## src/rtl/orv64_fetch_requester_pkg.sv

```systemverilog
// Shared types for the orv64 IF<->IC fetch path: virtual address, request/response
// structs and the fetch requester state encoding.
package orv64_fetch_requester_pkg;

  localparam int VADDR_W         = 39;
  localparam int FETCH_BYTES_DEF = 4;

  typedef logic [VADDR_W-1:0] orv64_vaddr_t;

  typedef struct packed {
    logic         en;
    orv64_vaddr_t pc;
  } orv64_if2ic_t;

  typedef struct packed {
    logic         valid;
    orv64_vaddr_t vaddr;
    logic [31:0]  inst;
  } orv64_ic2if_t;

  typedef enum logic [1:0] {
    IDLE  = 2'd0,
    RUN   = 2'd1,
    DRAIN = 2'd2,
    FLUSH = 2'd3
  } orv64_fetch_state_e;

endpackage

```

## src/rtl/orv64_fetch_queue.sv

```systemverilog
// Synchronous FIFO of icache responses feeding decode; head is zero whenever the queue
// is empty so the output never shows stale entries.
module orv64_fetch_queue
  import orv64_fetch_requester_pkg::*;
#(
  parameter int DEPTH = 4,
  localparam int AW = $clog2(DEPTH),
  localparam int CW = $clog2(DEPTH + 1)
) (
  input  logic          clk,
  input  logic          rst,
  input  logic          push,
  input  orv64_ic2if_t  push_data,
  input  logic          pop,
  input  logic          clear,
  output logic          valid,
  output orv64_ic2if_t  head,
  output logic [CW-1:0] count
);

  orv64_ic2if_t mem [DEPTH];
  logic [AW-1:0] wr_ptr;
  logic [AW-1:0] rd_ptr;
  logic          pop_eff;
  logic          push_eff;

  assign valid    = (count != '0);
  assign pop_eff  = pop && valid;
  // a push into a full queue is only taken when the head leaves in the same cycle
  assign push_eff = push && !clear && ((count < CW'(DEPTH)) || pop_eff);
  assign head     = valid ? mem[rd_ptr] : '0;

  always_ff @(posedge clk) begin
    if (rst || clear) begin
      wr_ptr <= '0;
      rd_ptr <= '0;
      count  <= '0;
    end else begin
      if (push_eff) wr_ptr <= wr_ptr + 1'b1;
      if (pop_eff)  rd_ptr <= rd_ptr + 1'b1;
      count <= count + CW'(push_eff) - CW'(pop_eff);
    end
  end

  always_ff @(posedge clk) begin
    if (push_eff) mem[wr_ptr] <= push_data;
  end

endmodule

```

## src/rtl/orv64_fetch_requester.sv

```systemverilog
// IF side of the IF<->IC interface: issues sequential fetches under a credit limit,
// queues in-order responses for decode, and handles redirect and fence.i drain/flush.
module orv64_fetch_requester
  import orv64_fetch_requester_pkg::*;
#(
  parameter int FQ_DEPTH    = 4,
  parameter int MAX_OUTST   = 2,
  parameter int FETCH_BYTES = FETCH_BYTES_DEF
) (
  input  logic         clk,
  input  logic         rst,
  input  logic         start,
  input  orv64_vaddr_t boot_pc,
  input  logic         redirect_valid,
  input  orv64_vaddr_t redirect_pc,
  input  logic         fence_i_valid,
  input  orv64_vaddr_t fence_i_pc,
  output orv64_if2ic_t if2ic,
  input  logic         ic_ready,
  input  orv64_ic2if_t ic2if,
  output logic         itb_flush,
  output logic         fq_valid,
  output orv64_ic2if_t fq_data,
  input  logic         fq_pop,
  output logic         seq_err
);

  localparam int CW = $clog2(FQ_DEPTH + 1);
  localparam int SW = CW + 1;
  localparam int EW = (MAX_OUTST > 1) ? $clog2(MAX_OUTST) : 1;

  orv64_fetch_state_e state, state_nxt;
  orv64_vaddr_t       pc_q, pc_nxt;
  logic               en_q, en_nxt;
  logic [CW-1:0]      outst_q, outst_nxt;
  logic [CW-1:0]      drop_q, drop_nxt;
  logic [CW-1:0]      fq_count, fq_cnt_nxt;

  logic accept, fence, redir;
  logic resp_orphan, resp_drop, resp_live, resp_counted;
  logic fq_push, fq_pop_eff, fq_clear;
  logic exp_push, exp_pop, seq_err_set;

  orv64_vaddr_t  exp_mem [MAX_OUTST];
  logic [EW-1:0] exp_rd, exp_wr;

  function automatic logic [EW-1:0] exp_inc(input logic [EW-1:0] p);
    return (p == EW'(MAX_OUTST - 1)) ? '0 : p + 1'b1;
  endfunction

  assign accept       = en_q && ic_ready;
  assign fence        = fence_i_valid && (state == RUN);
  assign redir        = redirect_valid && !fence && ((state == RUN) || (state == DRAIN));
  assign resp_orphan  = ic2if.valid && (outst_q == '0);
  assign resp_counted = ic2if.valid && !resp_orphan;
  assign resp_drop    = resp_counted && (drop_q != '0);
  assign resp_live    = resp_counted && (drop_q == '0);
  assign fq_push      = resp_live && !redir;
  assign fq_pop_eff   = fq_pop && fq_valid;
  assign fq_clear     = redir || (state == FLUSH);
  assign exp_push     = accept && !redir;
  assign exp_pop      = resp_live && !redir;
  assign seq_err_set  = resp_orphan || (exp_pop && (ic2if.vaddr != exp_mem[exp_rd]));

  always_ff @(posedge clk) begin
    if (rst) state <= IDLE;
    else     state <= state_nxt;
  end

  always_comb begin
    state_nxt = state;
    case (state)
      IDLE:    if (start) state_nxt = RUN;
      RUN:     if (fence) state_nxt = DRAIN;
      DRAIN:   if (outst_q == '0) state_nxt = FLUSH;
      FLUSH:   state_nxt = RUN;
      default: state_nxt = IDLE;
    endcase
  end

  always_comb begin
    itb_flush = (state == FLUSH);
    if2ic.en  = en_q;
    if2ic.pc  = pc_q;
  end

  always_comb begin
    outst_nxt  = outst_q + CW'(accept) - CW'(resp_counted);
    // on redirect every request still in flight, including one accepted now, is stale
    drop_nxt   = redir ? outst_nxt : (drop_q - CW'(resp_drop));
    fq_cnt_nxt = fq_clear ? '0 : (fq_count + CW'(fq_push) - CW'(fq_pop_eff));

    pc_nxt = pc_q;
    if ((state == IDLE) && start) pc_nxt = boot_pc;
    else if (fence)               pc_nxt = fence_i_pc;
    else if (redir)               pc_nxt = redirect_pc;
    else if (accept)              pc_nxt = pc_q + VADDR_W'(FETCH_BYTES);

    en_nxt = (state_nxt == RUN) && !fence && !redir &&
             (outst_nxt < CW'(MAX_OUTST)) &&
             ((SW'(outst_nxt) + SW'(fq_cnt_nxt)) < SW'(FQ_DEPTH));
  end

  always_ff @(posedge clk) begin
    if (rst) begin
      pc_q    <= '0;
      en_q    <= 1'b0;
      outst_q <= '0;
      drop_q  <= '0;
      seq_err <= 1'b0;
    end else begin
      pc_q    <= pc_nxt;
      en_q    <= en_nxt;
      outst_q <= outst_nxt;
      drop_q  <= drop_nxt;
      if (seq_err_set) seq_err <= 1'b1;
    end
  end

  always_ff @(posedge clk) begin
    if (rst || redir) begin
      exp_rd <= '0;
      exp_wr <= '0;
    end else begin
      if (exp_push) exp_wr <= exp_inc(exp_wr);
      if (exp_pop)  exp_rd <= exp_inc(exp_rd);
    end
  end

  always_ff @(posedge clk) begin
    if (exp_push) exp_mem[exp_wr] <= pc_q;
  end

  orv64_fetch_queue #(.DEPTH(FQ_DEPTH)) u_fq (
    .clk       (clk),
    .rst       (rst),
    .push      (fq_push),
    .push_data (ic2if),
    .pop       (fq_pop),
    .clear     (fq_clear),
    .valid     (fq_valid),
    .head      (fq_data),
    .count     (fq_count)
  );

endmodule
```

## config.mk

```make
export PLATFORM = sky130hd
export DESIGN_NAME = orv64_fetch_requester
export DESIGN_NICKNAME = d
export VERILOG_FILES = /design/src/rtl/orv64_fetch_requester_pkg.sv /design/src/rtl/orv64_fetch_queue.sv /design/src/rtl/orv64_fetch_requester.sv
export SDC_FILE = /design/constraint.sdc
export NUM_CORES = 1
export LEC_CHECK = 0
export BUFFER_PORTS_ARGS = -buffer_cell sky130_fd_sc_hd__buf_4
export CAP_MARGIN = 20
export CORE_MARGIN = 10
export CORE_UTILIZATION = 30
export DETAILED_ROUTE_END_ITERATION = 10
export REMOVE_ABC_BUFFERS = 1
export SKIP_CTS_REPAIR_TIMING = 1
export SLEW_MARGIN = 20
export SYNTH_ARGS = -nofsm -noshare
export SYNTH_HDL_FRONTEND = slang
export SYNTH_SLANG_ARGS = --single-unit
```

## constraint.sdc

```tcl
create_clock -name clk -period 6.6 [get_ports clk]
set_input_delay 0 -clock clk [delete_from_list [all_inputs] [get_ports clk]]
set_output_delay 0 -clock clk [all_outputs]
set_load 0.05 [all_outputs]
```

==> qor.yml <==
worst_setup_path:
  required_ns: 7.07
  reg2reg_to: "en_q$_SDFF_PP0_"
  path_buf_inv: 3
  path_cells: "inv_1 -> ha_1 -> and2_1 -> nand2_1 -> nand3_1 -> inv_1 -> ha_1 -> inv_1 -> fa_1 -> nor3_1 -> ha_1 -> nand4b_1 -> nand4_1 -> nor4b_1"
  startpoint: "state[0]$_SDFF_PP0_"
  r2r_cells: 14
  rrSetupSlack_ns: 2.11
  critPathCapture: "en_q$_SDFF_PP0_"
  worstSetupPathType: "reg -> reg"
  path_delay_family: "simple AND/OR/NAND/NOR gates"
  setup.worst_path.end_class: "flop"
  crit_cells: 14
  reg2reg_from: "state[0]$_SDFF_PP0_"
  critPathMaxStageDelay_ns: 0.75
  slowest_stage: "nand2_1"
  critPathArrivalTime_ns: 4.96
  critPathMaxFanout: 22
  worstSetupStartpointType: "flop"
finish:
  nets: 1919
  antennaDiodeCount: 0
  design_area_sq_mm: 0.0249
  fin_cells: 2527
  drive_gt1_share_pct: 28.5
  n_fill_cell: 5682
  fin_util_pct: 40.5
  synthToLayoutAreaGrowth_pct: 33.9
sta:
  slew_violations: 0
  tightestPinTransition_ns: 1.01
  hold_viol: 1
  fin_crit_sh_pct: 68.0
  fin_crit_ns: 4.49
  fin_hold_ws_ns: -0.0592
  finalSetupViolCount: 0
  rsz0062_at_grt: "no"
  fin_skew_ns: 0.0193
  fin_tns_setup_ns: 0
  max_slew_margin_pct: 32.9
  max_freq_mhz: 223
yosys:
  syn_inst: 1233
  async_flop_share_pct: 0
  synth_edf_count: 366
  ys_top_cells_by_count: "edfxtp_1 (366), and2_1 (86), mux4_2 (72)"
  yosysMostFrequentCell: "edfxtp_1"
  postSynthAreaPerCell_sq_um: 15.1
  yosysUniqueCellTypes: 76
  ys_ff_latch: 427
  synth_area_leaders: "edfxtp_1 (59%), mux4_2 (8.7%), dfxtp_1 (6.6%)"
  synth_area_sq_mm: 0.0186
  synth_top_cell_area_share_pct: 59.1
  yosys.area.top_type: "edfxtp_1"
  seq_area_frac_synth_pct: 65.7
  synthFlopType: "edfxtp_1"
  ys_warn_count: 0
clock_network:
  cts_buffer_depth: 3
  cts_buffers: 45
  insertion_delay_ns: 0.57
  path_clk_slew_ns: 0.06
  clock-sinks: 427
  cts_tree: "yes"
  root_buffer: "clkbuf_16"
  htreeDepth: 2
placed_design:
  place_inst: 2277
  dpl-instance-area_sq_mm: 0.0218
  place.gp.congestion: 0.883
  io_buffers: 310
  dp_hpwl_microns: 40400
power_and_ir_drop:
  vdd_drop_max_uv: 219
  p_leak_nw: 8.84
  power_density_mw_per_mm2: 395
  power.total_mw: 9.82
floorplan:
  die_area_sq_mm: 0.0723
  row_count: 91
  die_x_microns: 269
  die_y_microns: 269
  io-pin-count: 311
  start_util_pct: 30.2
  core_area_sq_mm: 0.0615
outcome:
  status: "complete, but fails checks"
  violations: "negative hold slack"
flow_run:
  cap_violations: 0
global_route:
  grtUsageTotal_pct: 15.8
  grt_max_degree: 74
  grt_overflow: 0
  grt_pass1_vias: 12400
  grt_pass1_wl_microns: 84600
  antenna_found_initial: 5
detailed_routing:
  wirelength_microns: 59600
  met1_length_microns: 25300
  drc: 0
  met3_length_microns: 4500
  vias: 12700
  ant_nets: 0
  first_iter_violations: 1193
  routed.top_layer: "met5"
  wl_per_cell_microns: 23.6
  vias_per_cell: 5.04
  first_pass_iters: 8
  wl_met2_microns: 28400
min_path:
  hp-class: "in -> reg"
[through the flow]
step | hold WS [ns] | setup slack, ns
after floorplan | 0.0689 | 1.57
after global placement | 0.201 | 2.27
after detailed placement | 0.205 | 2.18
after CTS | -0.411 | 2.14
after global routing | 0.00640 | 1.73
final | -0.0592 | 2.11
[layout make-up]
cell class	count	area [sq um]	share of cell area, %
clock buffer	57	1220	4.92
clock inverter	26	236	0.950
inverter	22	82.6	0.332
multi-input combinational	711	6010	24.1
sequential	427	12200	49.1
tap	790	988	3.97
timing repair buffer	494	4130	16.6
[logic make-up (layout without fill, tap and decap cells)]
family,after synthesis,in the layout,share of synthesized area [%]
buf+inv,95,599,2.13
flops,427,427,65.7
compound gates,187,187,7.17
mux,117,117,11.2
xor+xnor,57,57,2.69
simple gates,328,328,9.56
fa+ha+maj,22,22,1.60
[where the power goes]
group,switching [mW],leakage (nW),internal (mW)
clock,1.05,0.725,1.47
combinational,2.39,4.30,1.37
sequential,0.293,3.82,3.25
[worst min-delay path by stage]
| stage | start | endpoint | depth (start not counted) |
|---|---|---|---|
| after floorplan | rst | pc_q[26]$_SDFFE_PP0P_ | 1 |
| after global placement | ic2if[29] | u_fq.mem[2][29]$_DFFE_PP_ | 1 |
| after detailed placement | ic2if[16] | u_fq.mem[2][16]$_DFFE_PP_ | 1 |
| after CTS | ic2if[21] | u_fq.mem[3][21]$_DFFE_PP_ | 1 |
| after global routing | fence_i_pc[6] | pc_q[6]$_SDFFE_PP0P_ | 4 |
| final | fence_i_pc[6] | pc_q[6]$_SDFFE_PP0P_ | 4 |
[flip-flops by register name, summed over array words and instances (netlist names), 2 cells and up, named ones only]
name and flops:
outst_q 3, state 2, drop_q 3, u_fq.wr_ptr 2, u_fq.mem 288, exp_mem 78
u_fq.rd_ptr 2, pc_q 39, u_fq.count 3
[placed cells by master (no fill, tap or decap), drive strengths merged, types with 5 or more instances in the layout]
| cell type | count |
|---|---|
| o22ai | 8 |
| clkinv | 20 |
| xor2 | 48 |
| edfxtp | 366 |
| o221a | 5 |
| xnor2 | 9 |
| o211ai | 12 |
| clkbuf | 57 |
| a21o | 6 |
| nor2 | 68 |
| a21oi | 42 |
| mux2i | 43 |
| and4 | 6 |
| buf | 327 |
| and3 | 7 |
| nor4 | 15 |
| o21ai | 27 |
| nand4 | 25 |
| o221ai | 7 |
| a311oi | 7 |
| or3 | 6 |
| a222oi | 5 |
| dlygate4sd3 | 167 |
| nand2 | 51 |
| a31oi | 9 |
| inv | 24 |
| nor3 | 24 |
| dfxtp | 61 |
| and2 | 86 |
| a221oi | 7 |
| nor2b | 5 |
| a211oi | 13 |
| nand3 | 19 |
| mux4 | 72 |
| ha | 19 |
[worst register-to-register path, cell delays in order (launching register included)]
cell      delay [ns]
dfxtp_1         0.40
inv_1           0.11
ha_1            0.40
and2_1          0.65
nand2_1         0.75
nand3_1         0.42
inv_1           0.07
ha_1            0.18
inv_1           0.06
fa_1            0.40
nor3_1          0.19
ha_1            0.26
nand4b_1        0.10
nand4_1         0.09
nor4b_1         0.29
[per-layer routing]
metal | vias up | track usage [%]
li1 | 5776 | -
met1 | 6372 | 20.5
met2 | 486 | 25.5
met3 | 90 | 4.48
met4 | 6 | 4.43
met5 | - | 0
No activity file was read; power rests on OpenSTA's default activity.
